**config.mk**
```make
export PLATFORM = sky130hd
export DESIGN_NAME = stage_memory
export DESIGN_NICKNAME = d
export VERILOG_FILES = /design/src/rtl/core_pkg.sv /design/src/rtl/load_align.sv /design/src/rtl/stage_memory.sv
export SDC_FILE = /design/constraint.sdc
export NUM_CORES = 1
export LEC_CHECK = 0
export ABC_AREA = 1
export BUFFER_PORTS_ARGS = -buffer_cell sky130_fd_sc_hd__clkbuf_2
export CAP_MARGIN = 15
export CORE_ASPECT_RATIO = 1.4
export CORE_MARGIN = 4
export CORE_UTILIZATION = 42
export CTS_CLUSTER_SIZE = 8
export DETAILED_ROUTE_END_ITERATION = 8
export PLACE_DENSITY = 0.66
export SLEW_MARGIN = 20
export SYNTH_ARGS = -nofsm -noshare
export SYNTH_HDL_FRONTEND = slang
export SYNTH_SLANG_ARGS = --single-unit
```
**constraint.sdc**
```tcl
create_clock -name clk -period 7.4 [get_ports clk]
set_input_delay 0.37 -clock clk [delete_from_list [all_inputs] [get_ports clk]]
set_output_delay 0.37 -clock clk [all_outputs]
set_load 0.01 [all_outputs]
```
**src/rtl/core_pkg.sv**
```systemverilog
// Shared definitions for the memory stage: funct3 access encodings and FSM states.
package core_pkg;

    localparam logic [2:0] F3_B  = 3'b000;
    localparam logic [2:0] F3_H  = 3'b001;
    localparam logic [2:0] F3_W  = 3'b010;
    localparam logic [2:0] F3_BU = 3'b100;
    localparam logic [2:0] F3_HU = 3'b101;

    typedef enum logic [1:0] {
        IDLE = 2'd0,
        REQ  = 2'd1,
        WAIT = 2'd2
    } mem_state_t;

endpackage

```
**src/rtl/load_align.sv**
```systemverilog
// Selects the addressed byte/halfword of a raw load word and sign/zero-extends it.
module load_align
    import core_pkg::*;
(
    input  logic [2:0]  funct3,
    input  logic [1:0]  lane,
    input  logic [31:0] rdata,
    output logic [31:0] data
);

    logic [7:0]  byte_sel;
    logic [15:0] half_sel;

    always_comb begin
        case (lane)
            2'd0:    byte_sel = rdata[7:0];
            2'd1:    byte_sel = rdata[15:8];
            2'd2:    byte_sel = rdata[23:16];
            default: byte_sel = rdata[31:24];
        endcase
        half_sel = lane[1] ? rdata[31:16] : rdata[15:0];

        case (funct3)
            F3_B:    data = {{24{byte_sel[7]}}, byte_sel};
            F3_BU:   data = {24'd0, byte_sel};
            F3_H:    data = {{16{half_sel[15]}}, half_sel};
            F3_HU:   data = {16'd0, half_sel};
            F3_W:    data = rdata;
            default: data = 32'd0;
        endcase
    end

endmodule

```
**src/rtl/stage_memory.sv**
```systemverilog
// Pipeline stage 4: issues loads/stores to a variable-latency data memory,
// aligns load data, builds store strobes and stalls upstream while busy.
module stage_memory
    import core_pkg::*;
#(
    parameter int unsigned TIMEOUT_CYCLES = 256
) (
    input  logic        clk,
    input  logic        reset,
    input  logic        in_valid,
    input  logic [31:0] in_alu_out,
    input  logic [31:0] in_mem_data,
    input  logic [2:0]  in_funct3,
    input  logic [4:0]  in_rd,
    input  logic        in_mem_read,
    input  logic        in_mem_write,
    input  logic        in_mem_to_reg,
    input  logic        in_write_enable,
    output logic        out_stall,
    output logic        out_req_valid,
    input  logic        in_req_ready,
    output logic [31:0] out_req_addr,
    output logic        out_req_write,
    output logic [31:0] out_req_wdata,
    output logic [3:0]  out_req_wstrb,
    input  logic        in_resp_valid,
    input  logic [31:0] in_resp_rdata,
    output logic        out_valid,
    output logic [31:0] out_alu_out,
    output logic [31:0] out_load_data,
    output logic [4:0]  out_rd,
    output logic        out_mem_to_reg,
    output logic        out_write_enable,
    output logic        out_fault
);

    localparam logic [31:0] TMO_LIMIT = 32'(TIMEOUT_CYCLES);

    mem_state_t  state;
    logic [31:0] cap_addr;
    logic [2:0]  cap_funct3;
    logic [4:0]  cap_rd;
    logic        cap_load;
    logic        cap_mem_to_reg;
    logic        cap_we;
    logic [31:0] tmo_cnt;

    logic        is_mem;
    logic        misaligned;
    logic        illegal;
    logic [31:0] st_wdata;
    logic [3:0]  st_wstrb;
    logic [31:0] aligned_data;

    assign out_stall     = (state != IDLE);
    assign out_req_valid = (state == REQ);
    assign out_req_addr  = {cap_addr[31:2], 2'b00};
    assign is_mem        = in_mem_read | in_mem_write;

    // A load takes precedence when both read and write are flagged.
    always_comb begin
        misaligned = 1'b0;
        case (in_funct3[1:0])
            2'b01:   misaligned = in_alu_out[0];
            2'b10:   misaligned = |in_alu_out[1:0];
            default: misaligned = 1'b0;
        endcase
        if (in_mem_read)
            illegal = (in_funct3 == 3'b011) || (in_funct3 == 3'b110) || (in_funct3 == 3'b111);
        else
            illegal = (in_funct3 != F3_B) && (in_funct3 != F3_H) && (in_funct3 != F3_W);
    end

    always_comb begin
        st_wdata = in_mem_data;
        st_wstrb = 4'b1111;
        case (in_funct3)
            F3_B: begin
                st_wdata = {4{in_mem_data[7:0]}};
                st_wstrb = 4'b0001 << in_alu_out[1:0];
            end
            F3_H: begin
                st_wdata = {2{in_mem_data[15:0]}};
                st_wstrb = 4'b0011 << {in_alu_out[1], 1'b0};
            end
            default: ;
        endcase
    end

    load_align u_load_align (
        .funct3 (cap_funct3),
        .lane   (cap_addr[1:0]),
        .rdata  (in_resp_rdata),
        .data   (aligned_data)
    );

    always_ff @(posedge clk or posedge reset) begin
        if (reset) begin
            state            <= IDLE;
            cap_addr         <= 32'd0;
            cap_funct3       <= 3'd0;
            cap_rd           <= 5'd0;
            cap_load         <= 1'b0;
            cap_mem_to_reg   <= 1'b0;
            cap_we           <= 1'b0;
            tmo_cnt          <= 32'd0;
            out_req_write    <= 1'b0;
            out_req_wdata    <= 32'd0;
            out_req_wstrb    <= 4'd0;
            out_valid        <= 1'b0;
            out_alu_out      <= 32'd0;
            out_load_data    <= 32'd0;
            out_rd           <= 5'd0;
            out_mem_to_reg   <= 1'b0;
            out_write_enable <= 1'b0;
            out_fault        <= 1'b0;
        end else begin
            out_valid <= 1'b0;
            case (state)
                IDLE: begin
                    if (in_valid && (!is_mem || misaligned || illegal)) begin
                        out_valid        <= 1'b1;
                        out_alu_out      <= in_alu_out;
                        out_load_data    <= 32'd0;
                        out_rd           <= in_rd;
                        out_mem_to_reg   <= in_mem_to_reg;
                        out_write_enable <= in_write_enable & ~is_mem;
                        out_fault        <= is_mem;
                    end else if (in_valid) begin
                        cap_addr       <= in_alu_out;
                        cap_funct3     <= in_funct3;
                        cap_rd         <= in_rd;
                        cap_load       <= in_mem_read;
                        cap_mem_to_reg <= in_mem_to_reg;
                        cap_we         <= in_write_enable;
                        out_req_write  <= ~in_mem_read;
                        out_req_wdata  <= in_mem_read ? 32'd0 : st_wdata;
                        out_req_wstrb  <= in_mem_read ? 4'd0 : st_wstrb;
                        state          <= REQ;
                    end
                end
                REQ: begin
                    if (in_req_ready) begin
                        tmo_cnt <= 32'd0;
                        state   <= WAIT;
                    end
                end
                WAIT: begin
                    if (in_resp_valid) begin
                        out_valid        <= 1'b1;
                        out_alu_out      <= cap_addr;
                        out_load_data    <= cap_load ? aligned_data : 32'd0;
                        out_rd           <= cap_rd;
                        out_mem_to_reg   <= cap_mem_to_reg;
                        out_write_enable <= cap_we;
                        out_fault        <= 1'b0;
                        state            <= IDLE;
                    end else if ((TMO_LIMIT != 32'd0) && (tmo_cnt + 32'd1 == TMO_LIMIT)) begin
                        out_valid        <= 1'b1;
                        out_alu_out      <= cap_addr;
                        out_load_data    <= 32'd0;
                        out_rd           <= cap_rd;
                        out_mem_to_reg   <= cap_mem_to_reg;
                        out_write_enable <= 1'b0;
                        out_fault        <= 1'b1;
                        state            <= IDLE;
                    end else begin
                        tmo_cnt <= tmo_cnt + 32'd1;
                    end
                end
                default: state <= IDLE;
            endcase
        end
    end

endmodule

```
=== Yosys cells after proc, flatten, opt, wreduce, memory -nomap -nowiden ===
Cells that the tools add are included.

* Register bits after elaboration: 187
* Bits of input ports: 113
* Output and inout bits: 144
* Logic and storage cells: 119

* Add/subtract/negate cells: 1
* Eq/ne operators: 24
* Shift-type cells: 2
* Multiplexer cells: 48
* Bitwise logic cells: 5
* Reduce and logical (&&, ||, !) cells: 21

{| class="wikitable"
|+ Operator list
! operator !! count
|-
| 32-bit two-way mux || 11
|-
| 32-bit one-hot mux with 2 select lines || 4
|-
| 32-bit one-hot mux with 5 select lines || 1
|-
| 32-bit by 1-bit adder with 32-bit output (second input constant) || 1
|-
| 32-bit by 9-bit == test with 1-bit output (second input constant) || 1
|-
| 8-bit one-hot mux with 3 select lines || 1
|-
| 16-bit two-way mux || 1
|-
| 5-bit two-way mux || 3
|-
| 1-bit two-way mux || 13
|-
| 3-bit == test (second input constant) || 4
|-
| 2-bit two-way mux || 5
|-
| 2-bit inequality test (second input constant) || 5
|-
| 1-bit one-hot mux with 2 select lines || 5
|-
| 5-bit one-hot mux with 2 select lines || 1
|-
| 4-bit one-hot mux with 2 select lines || 1
|-
| 4-bit AND reduction || 2
|-
| 2-bit by 1-bit == test with 1-bit output (second input constant) || 3
|-
| 2-bit == test (second input constant) || 3
|-
| 3-bit by 1-bit == test with 1-bit output (second input constant) || 2
|-
| 3-bit by 2-bit == test with 1-bit output (second input constant) || 2
|-
| 3-bit logical NOT || 2
|-
| 2-bit one-hot mux with 3 select lines || 1
|-
| 3-bit AND reduction || 2
|-
| 2-bit nonzero test || 3
|-
| 16 further kinds || 24
|}

=== Depth between registers and ports, before layout ===
Gate-level depths: netlist of run 1.

* Depth after elaboration: 8
* Gate-level depth with buffers: 18
* Gate-level depth less buffers: 16

=== Hierarchy ===
A second synthesis of run 1 with hierarchy kept.

* Cell total of the unflattened synthesis: 1,476
* Area, all modules: 10,628.9 um^2

{| class="wikitable"
|+ By module, submodules not included
! module !! instances !! cells each !! area each (um^2) !! sequential area each (um^2)
|-
| stage_memory || 1 || 1,269 || 9,477.8 || 4,679.5
|-
| load_align || 1 || 207 || 1,151.1 || 0.0
|}

=== Least setup slack after synthesis of run 1 ===
No wires, ideal clock.

* Path kind: register to register
* Start point: register tmo_cnt[0]
* End point: register out_load_data[12]
* Library setup time: 117 ps
* Arrival time: 2,064 ps
* Required time: 7,283 ps
* Path slack: 5,219 ps
* Cell stages (with the launch flop): 19
* Buffers on the path: 2
* Clock period less this slack: 2,181 ps
* Cell sequence: dfrtp_1 ha_1 nand2_2 nor2_8 nand2_2 nor2_4 nand2_1 nand2_1 nand2_1 nor2_1 nand2_1 nor2_1 nand3_1 nand2_1 buf_4 nand2_4 buf_2 nand2_1 nand2_1

* Cells in the longest elaborated chain, start to end: 4

{| class="wikitable"
|+ Ends and longest elaborated chain
! element !! RTL line !! source
|-
| start, declared || stage_memory.sv:46 || <nowiki>logic [31:0] tmo_cnt;</nowiki>
|-
| start signal, assigned || stage_memory.sv:168 || <nowiki>tmo_cnt <= tmo_cnt + 32'd1;</nowiki>
|-
| 32-bit by 1-bit adder with 32-bit output || stage_memory.sv:158 || <nowiki>end else if ((TMO_LIMIT != 32'd0) && (tmo_cnt + 32'd1 == TMO_LIMIT)) begin</nowiki>
|-
| 32-bit by 9-bit == test with 1-bit output || stage_memory.sv:158 ||
|-
| 3-bit inequality test (no source line) || -- ||
|-
| 3-bit AND reduction (no source line) || -- ||
|-
| end signal, assigned || stage_memory.sv:152 || <nowiki>out_load_data <= cap_load ? aligned_data : 32'd0;</nowiki>
|-
| end, declared || stage_memory.sv:30 || <nowiki>output logic [31:0] out_load_data,</nowiki>
|}

No other way between the ends.
A chain may end at the register's enable or synchronous reset.

=== Final worst setup path of run 1 ===
* Start point: input in_funct3[0]
* End point: register out_req_wdata[13]

* Cells in the longest elaborated chain, start to end: 8
* Elaborated cells on any way between the ends: 23
* Classes of those cells: eq/ne (8); mux (4); bitwise (1); reduce/logical (10)

{| class="wikitable"
|+ Ends and longest elaborated chain
! element !! RTL line !! source
|-
| start, declared || stage_memory.sv:13 || <nowiki>input logic [2:0] in_funct3,</nowiki>
|-
| 3-bit by 1-bit inequality test with 1-bit output, or another cell as far along || stage_memory.sv:71 || <nowiki>illegal = (in_funct3 != F3_B) && (in_funct3 != F3_H) && (in_funct3 != F3_W);</nowiki>
|-
| 1-bit logical AND / 1-bit logical OR (equally long branches) (2 in a row) || stage_memory.sv:71, stage_memory.sv:69 ||
|-
| 1-bit two-way mux || stage_memory.sv:68 || <nowiki>if (in_mem_read)</nowiki>
|-
| 1-bit logical OR || stage_memory.sv:121 || <nowiki>if (in_valid && (!is_mem || misaligned || illegal)) begin</nowiki>
|-
| 1-bit logical AND || stage_memory.sv:121 ||
|-
| 1-bit inverter (no source line) || -- ||
|-
| 3-bit AND reduction (no source line) || -- ||
|-
| end signal, assigned || stage_memory.sv:137 || <nowiki>out_req_wdata <= in_mem_read ? 32'd0 : st_wdata;</nowiki>
|-
| end, declared || stage_memory.sv:24 || <nowiki>output logic [31:0] out_req_wdata,</nowiki>
|}

Several ways; a longest one is shown, not always the timed one.

==> results of run 1 <==
-- path summary, 6_finish.rpt --
check                      depth (start not counted)                end
max                                               14  out_req_wdata[13]
min in group clk                                   2           state[0]
max in group asynchronous                          3          out_rd[0]
min reg2reg                                        2    out_alu_out[23]
max reg2reg                                       17   out_load_data[7]
min                                                2  out_req_wdata[23]
-- area by class of cell --
| cell class | count | area share (%) |
|---|---|---|
| Antenna cell | 2 | 0.04173 |
| Clock buffer | 17 | 3.547 |
| Clock inverter | 15 | 1.586 |
| Inverter | 106 | 3.380 |
| Multi-Input combinational cell | 1002 | 38.03 |
| Sequential cell | 187 | 39.02 |
| Tap cell | 310 | 3.234 |
| Timing Repair Buffer | 262 | 11.16 |
-- stage by stage --
step | setup slack, ps | std cells
2_1_floorplan | 1945 | 1397
3_3_place_gp | 3292 | 1866
3_5_place_dp | 3119 | 1867
4_1_cts | 3451 | 1899
5_1_grt | 3195 | 1901
6_report | 3612 | 1901
-- routing by layer --
metal / vias up / share of wire [%] / track usage, %
li1: 4797 / - / -
met1: 4571 / 42 / 28.14
met2: 297 / 50 / 36.49
met3: 65 / 4.7 / 3.138
met4: 0 / 3.5 / 9.864
met5: - / 0 / 0
-- placed cells by master (no fill, tap or decap), types with 3 or more instances in the layout --
cell type	instances
nand2_1	526
clkbuf_2	254
dfrtp_1	187
o21ai_0	133
nand3_1	111
inv_1	100
nor2_1	91
a21oi_1	31
o21ai_1	17
clkbuf_16	17
nand3b_1	10
o221ai_1	8
nor2_2	7
buf_4	7
a22o_1	6
nand2_2	6
mux2i_1	6
o211ai_1	5
ha_1	5
inv_2	4
nor2_4	4
xor2_1	4
o2111ai_1	4
o311ai_0	4
o21bai_1	3
nand4_1	3
inv_8	3
bufinv_16	3
clkinv_4	3
inv_6	3
-- worst reg2reg max path: stages, from the launching register on --
cell and delay (ps):
dfrtp_1 410, ha_1 210, nand2_2 110, nor2_8 160, nand2_2 140, nor2_4 190, nand2_1 70, nand2_1 70
nand2_1 70, nor2_1 110, nand2_1 60, nor2_1 100, nand3_1 100, nand2_2 60, buf_4 670, nand2_4 700
nand2_1 250, nand2_1 70
-- power breakdown --
group          internal [W]  switching, W
Sequential          0.00132      0.000194
Clock              0.000540      0.000430
Combinational      0.000460      0.000832
Total               0.00232       0.00146
-- cell families (layout without fill, tap and decap cells) --
| logic type | after synthesis | in the layout |
|---|---|---|
| other | 1 | 4 |
| buffers and inverters | 208 | 400 |
| adders and majority gates | 5 | 5 |
| AOI/OAI and AO/OA | 219 | 219 |
| and+or+nand+nor | 765 | 765 |
| muxes | 6 | 6 |
| DFF | 187 | 187 |
| xor gates and xnor gates | 5 | 5 |
==> impl_results.md, run 1 <==
- Outcome: complete, no violations
- Post-layout min period: ~3800 ps
- Fin Clk Skew: around 7.6 ps
- Worst-path cell chain: clkbuf_2 -> inv_1 -> ha_1 -> nand2_1 -> inv_2 -> nor2_2 -> a21oi_1 -> o221ai_1 -> nor2_4 -> buf_4 -> inv_2 -> nor2_2 -> inv_1 -> o21ai_0
- Fmax: 264.0 MHz
- Syn_area_per_cell: approximately 7.3 um2
- Total GRT Usage: approximately 22%
- Fin area: about 12,000 um2
- Port buffer count: ~250
- Hold buffer count at CTS: 0
- EDFF count, synth: 0
- Dominant cell type by area after synthesis: dfrtp_1
- Hold crit path type: in2async
- Rows: between 60 and 70
- CTS Root Cell: clkbuf_16
- Crit path DAT: slightly above 4000 ps
- Leakage: roughly 6.4 nW
- Ratio of cells with drive above 1 in the final layout: about 20%
- Most frequent cell after synthesis: nand2_1
- Wirelength, routed: 29,610 um
- Crit-path max FO: 83
- Critical path origin: in_funct3[0]
- Most used DFF post-synth: dfrtp_1
- Post-Synth Adder-Cell Area: less than 1%
- H-tree depth: 4
- Post-Synthesis Cells: between 1,000 and 1,500
- Final Hold Slack: a little over 100 ps
- Top cell type's share of synthesized area: 46.17%
- Multi-input gate area in the final layout: roughly 4600 um2
- Synth cell types: between 40 and 50
- Sequential cell area: about 4700 um2
- Synth Area in XOR/XNOR: less than 1%
- CP max stage delay: approximately 700 ps
- Kind of critical path: in2reg
- Critical Path Source Type: input pin
- Routed len/inst: 15.58 um
- Worst-path clk slew: about 70 ps
- IO Pins: 257
- TNS Setup: 0 ps
- PnR Total Power: ~0.0038 W
- DRT antenna net count: 0
- Clock Path Buffers: 2
- Post-synthesis mux area share: 0.5925%
- Power per cell area: ~320 nW/um2
- Synth Area in Compound Gates: ~12%
- CTS tree: yes
- VDD IR max: 0.1885 mV
- First DRT Iteration DRCs: a little over 600
- PostCTS Resize Cnt: 0
- Synthesis Warnings: 0
- Slowest-stage cell, CP: inv_1
- CP Buf/Inv Count: 6
- Max cap viols: 0
- Final core utilization: 50.20%
- Ranking of synthesized cells by area: dfrtp_1 46%, nand2_1 20%, o21ai_0 6.6%, nand3_1 5.5%, inv_1 3.8%
- CP Capture Type: register
- Post-Syn Area: between 10,000 and 15,000 um2
- Core area: about 24,000 um2
- RSZ-0062 raised after global routing: false
- Area grow syn2layout: 18.33%
- Vias in the first global route: 9,131
- Largest family of logic cells by synthesized area: simple AND/OR/NAND/NOR gates
- #FFs+latches synth: between 150 and 200
- Drt first pass iters: 8
- Width of the die: 139.3 um
- # setup viols final: 0
- Max Slew Vio Count: 0
- DRC Markers: 0
- Total CTS buffers: 17
- Top cell family by delay on the critical path: buffers and inverters
- First-pass GRT wire length: about 47,000 um
- Clock sinks: 187
- Worst slew pin tran: 1040 ps
- Initial antenna violation count: 2
- DP Area: roughly 11,000 um2
- HPWL after DPL: a little over 20,000 um
- Final hold violation count: 0
- Via Count: between 9,000 and 10,000
- Post-synthesis simple-gate area fraction: a little under a third
- Reg2Reg Setup Slack: between 3000 and 4000 ps
- Initial Util: 42.42%
- Grt ovf: 0
- Die Ht: ~190 um
- Sequential fraction of the synthesis area: 46.17%
- Crit share post-route: 51.18%
- Crit path required time: about 7700 ps
- Layout net count: 1,694
- Routability cong.: about 0.90
- Post-DR vias/cell: roughly 5.1
- Top cells by count, synth: 528 x nand2_1, 187 x dfrtp_1, 133 x o21ai_0, 111 x nand3_1, 102 x inv_1
- Setup Buffers After CTS: 0
- Synth async-reset ratio: 100.0%
- FILL cells: between 2,000 and 2,500
- Die area: approximately 27,000 um2
- Largest net degree at the start of global routing: roughly 120
- R2R Path Start: tmo_cnt[0]
- Max-slew headroom at the worst pin: a little under a third
- Clock Latency Late Sink: ~440 ps
Note: power is estimated with default switching activity, not from simulation.
==> inputs of run 2 (changes only) <==
==> constraint.sdc (replaced) <==
create_clock -name clk -period 3.5 [get_ports clk]
set_input_delay 0.175 -clock clk [delete_from_list [all_inputs] [get_ports clk]]
set_output_delay 0.175 -clock clk [all_outputs]
set_load 0.01 [all_outputs]
==> run 2 against run 1 <==
Against the previous run:
- final cell count is 2.5% higher
- sequential power increased by 110%
- critical path depth up 2
- die area is the same
- combinational power rose by 120%
- setup slack worse by 3000 ps
- wire length up 2.2%
- sequential share of layout area shrank 1.3 points
- global-route usage grew 0.77 points
- first-iteration DRC count shrank 4.3%
- core utilization up 1.8 points
==> impl_results.md, run 2 (same netlist as run 1, synthesis figures left out) <==
- Clock Path Buffers: 2 (unchanged)
- TNS Setup: 0 ps (unchanged)
- IO Pins: 257 (unchanged)
- Crit share post-route: 81.97%
- RSZ-0062 raised after global routing: false
- Die Ht: 191.8 um (unchanged)
- Power per cell area: 631.1 nW/um2 (+100%)
- Total GRT Usage: 22.59% (+0.77 points)
- Fin cells: 1,949 (+2.5%)
- Fin Clk Skew: 8.309 ps (+0.6716 ps)
- CP Capture Type: register
- Total CTS buffers: 17 (unchanged)
- Max cap viols: 0 (unchanged)
- PostCTS Resize Cnt: 0 (unchanged)
- Max Slew Vio Count: 0 (unchanged)
- Routability cong.: 0.8954 (-0.85%)
- First-pass GRT wire length: 49,120 um (+3.6%)
- Via Count: 9,844 (+1.2%)
- FILL cells: 2,350 (-3.6%)
- Worst-path clk slew: 70 ps (about the same)
- Routed len/inst: 15.53 um (-0.28%)
- Kind of critical path: reg2reg
- First DRT Iteration DRCs: 594 (-4.3%)
- Core area: 23,890 um2 (unchanged)
- # setup viols final: 0 (unchanged)
- Fmax: 348.6 MHz
- HPWL after DPL: 21,200 um (+2.6%)
- Critical Path Source Type: register
- Hold buffer count at CTS: 41 (+41)
- VDD IR max: 0.3378 mV (+79%)
- Placed Cells: 1,875 (+0.43%)
- CTS tree: yes
- Crit path DAT: 3190 ps (-870 ps)
- Outcome: complete, no violations
- Initial antenna violation count: 1 (-1)
- Port buffer count: 254 (unchanged)
- Crit path required time: 3820 ps (-3850 ps)
- Most frequent cells in the layout: 527 x nand2_1, 254 x clkbuf_2, 187 x dfrtp_1
- Initial Util: 42.42% (unchanged)
- Grt ovf: 0 (unchanged)
- Post-DR vias/cell: 5.051 (-1.3%)
- Setup Buffers After CTS: 0 (unchanged)
- Vias in the first global route: 9,685 (+6.1%)
- Rows: 67 (unchanged)
- H-tree depth: 4 (unchanged)
- Wirelength, routed: 30,280 um (+2.2%)
- Worst slew pin tran: 928.9 ps (-110.8 ps)
- CTS Root Cell: clkbuf_16
- Crit-path max FO: 73 (-12%)
- DRT antenna net count: 0 (unchanged)
- Sequential cell area: 4679 um2 (unchanged)
- Final core utilization: 51.98% (+1.8 points)
- Clock Latency Late Sink: 440 ps (about the same)
- Final hold violation count: 0 (unchanged)
- Largest net degree at the start of global routing: 188 (+53%)
- Die area: 26,720 um2 (unchanged)
- Hold crit path type: in2reg
- Area grow syn2layout: 22.53%
- Clock sinks: 187 (unchanged)
- DRC Markers: 0 (unchanged)
- Width of the die: 139.3 um (unchanged)
- Max-slew headroom at the worst pin: 38.01% (+7.3 points)
- Most common cell after layout, fill and taps aside: nand2_1
- Drt first pass iters: 5 (-3)
- Ratio of cells with drive above 1 in the final layout: 19.79% (-0.41 points)
- Layout net count: 1,745 (+3.0%)
- Leakage: 6.601 nW (+3.0%)
- Post-layout min period: 2869 ps
- Multi-input gate area in the final layout: 4562 um2 (unchanged)
run 2: per-layer routing:
metal	track usage, %	routed length [um]	share of wire (%)	vias to the layer above
met3	3.337	1320	4.4	55
met1	27.05	12300	41	4593
met2	40.51	15750	52	295
met5	0	0	0	-
li1	-	-	-	4901
met4	9.488	904	3.0	0
run 2: power by group:
group / total [W] / leakage [nW] / switching (W) / internal, W
Clock: 0.00182 / 0.266 / 0.000810 / 0.00100
Combinational: 0.00281 / 3.90 / 0.00179 / 0.00103
Sequential: 0.00321 / 2.44 / 0.000411 / 0.00280
Total: 0.00784 / 6.60 / 0.00301 / 0.00483
run 2: final timing paths:
path	start	endpoint	slack, ps	depth (start not counted)
max	tmo_cnt[0]	out_alu_out[27]	630	16
min	in_mem_data[0]	out_req_wdata[0]	20	3
max reg2reg	tmo_cnt[0]	out_alu_out[27]	630	16
min reg2reg	out_load_data[23]	out_load_data[23]	470	2
max in group asynchronous	reset	cap_mem_to_reg	2180	5
min in group asynchronous	reset	out_req_wstrb[2]	400	4
run 2: final cells by class:
type	instances	area share [%]
inverters	106	3.234
diodes	2	0.04030
flip-flops and latches	187	37.68
multi-input cells	1002	36.73
clock inverters	7	0.5440
clock buffers	22	3.738
well taps	310	3.123
repair buffers	313	14.91
run 2: worst max-delay path: stages (launching register included):
cell	delay (ps)
dfrtp_1	420
ha_1	230
nand2_2	110
nor2_8	160
nand2_2	130
nor2_4	180
nand2_1	70
nand2_1	70
nand2_1	50
nor2_1	130
nand2_1	70
nor2_1	120
nand3_1	110
nand2_2	130
nand2_4	420
nand2_1	220
nand2_1	60
run 2: metrics by stage:
step	setup slack (ps)	cell area, um2	hold slack (ps)	power (W)
finish	631.1	12420	16.56	0.007838
global route	304.3	12420	13.53	0.008391
CTS	608.3	12370	0.7447	0.007901
detailed placement	632.6	11430	407.5	0.006022
global placement	694.6	11430	398.1	0.005966
floorplan	918.5	10140	261.3	0.005039
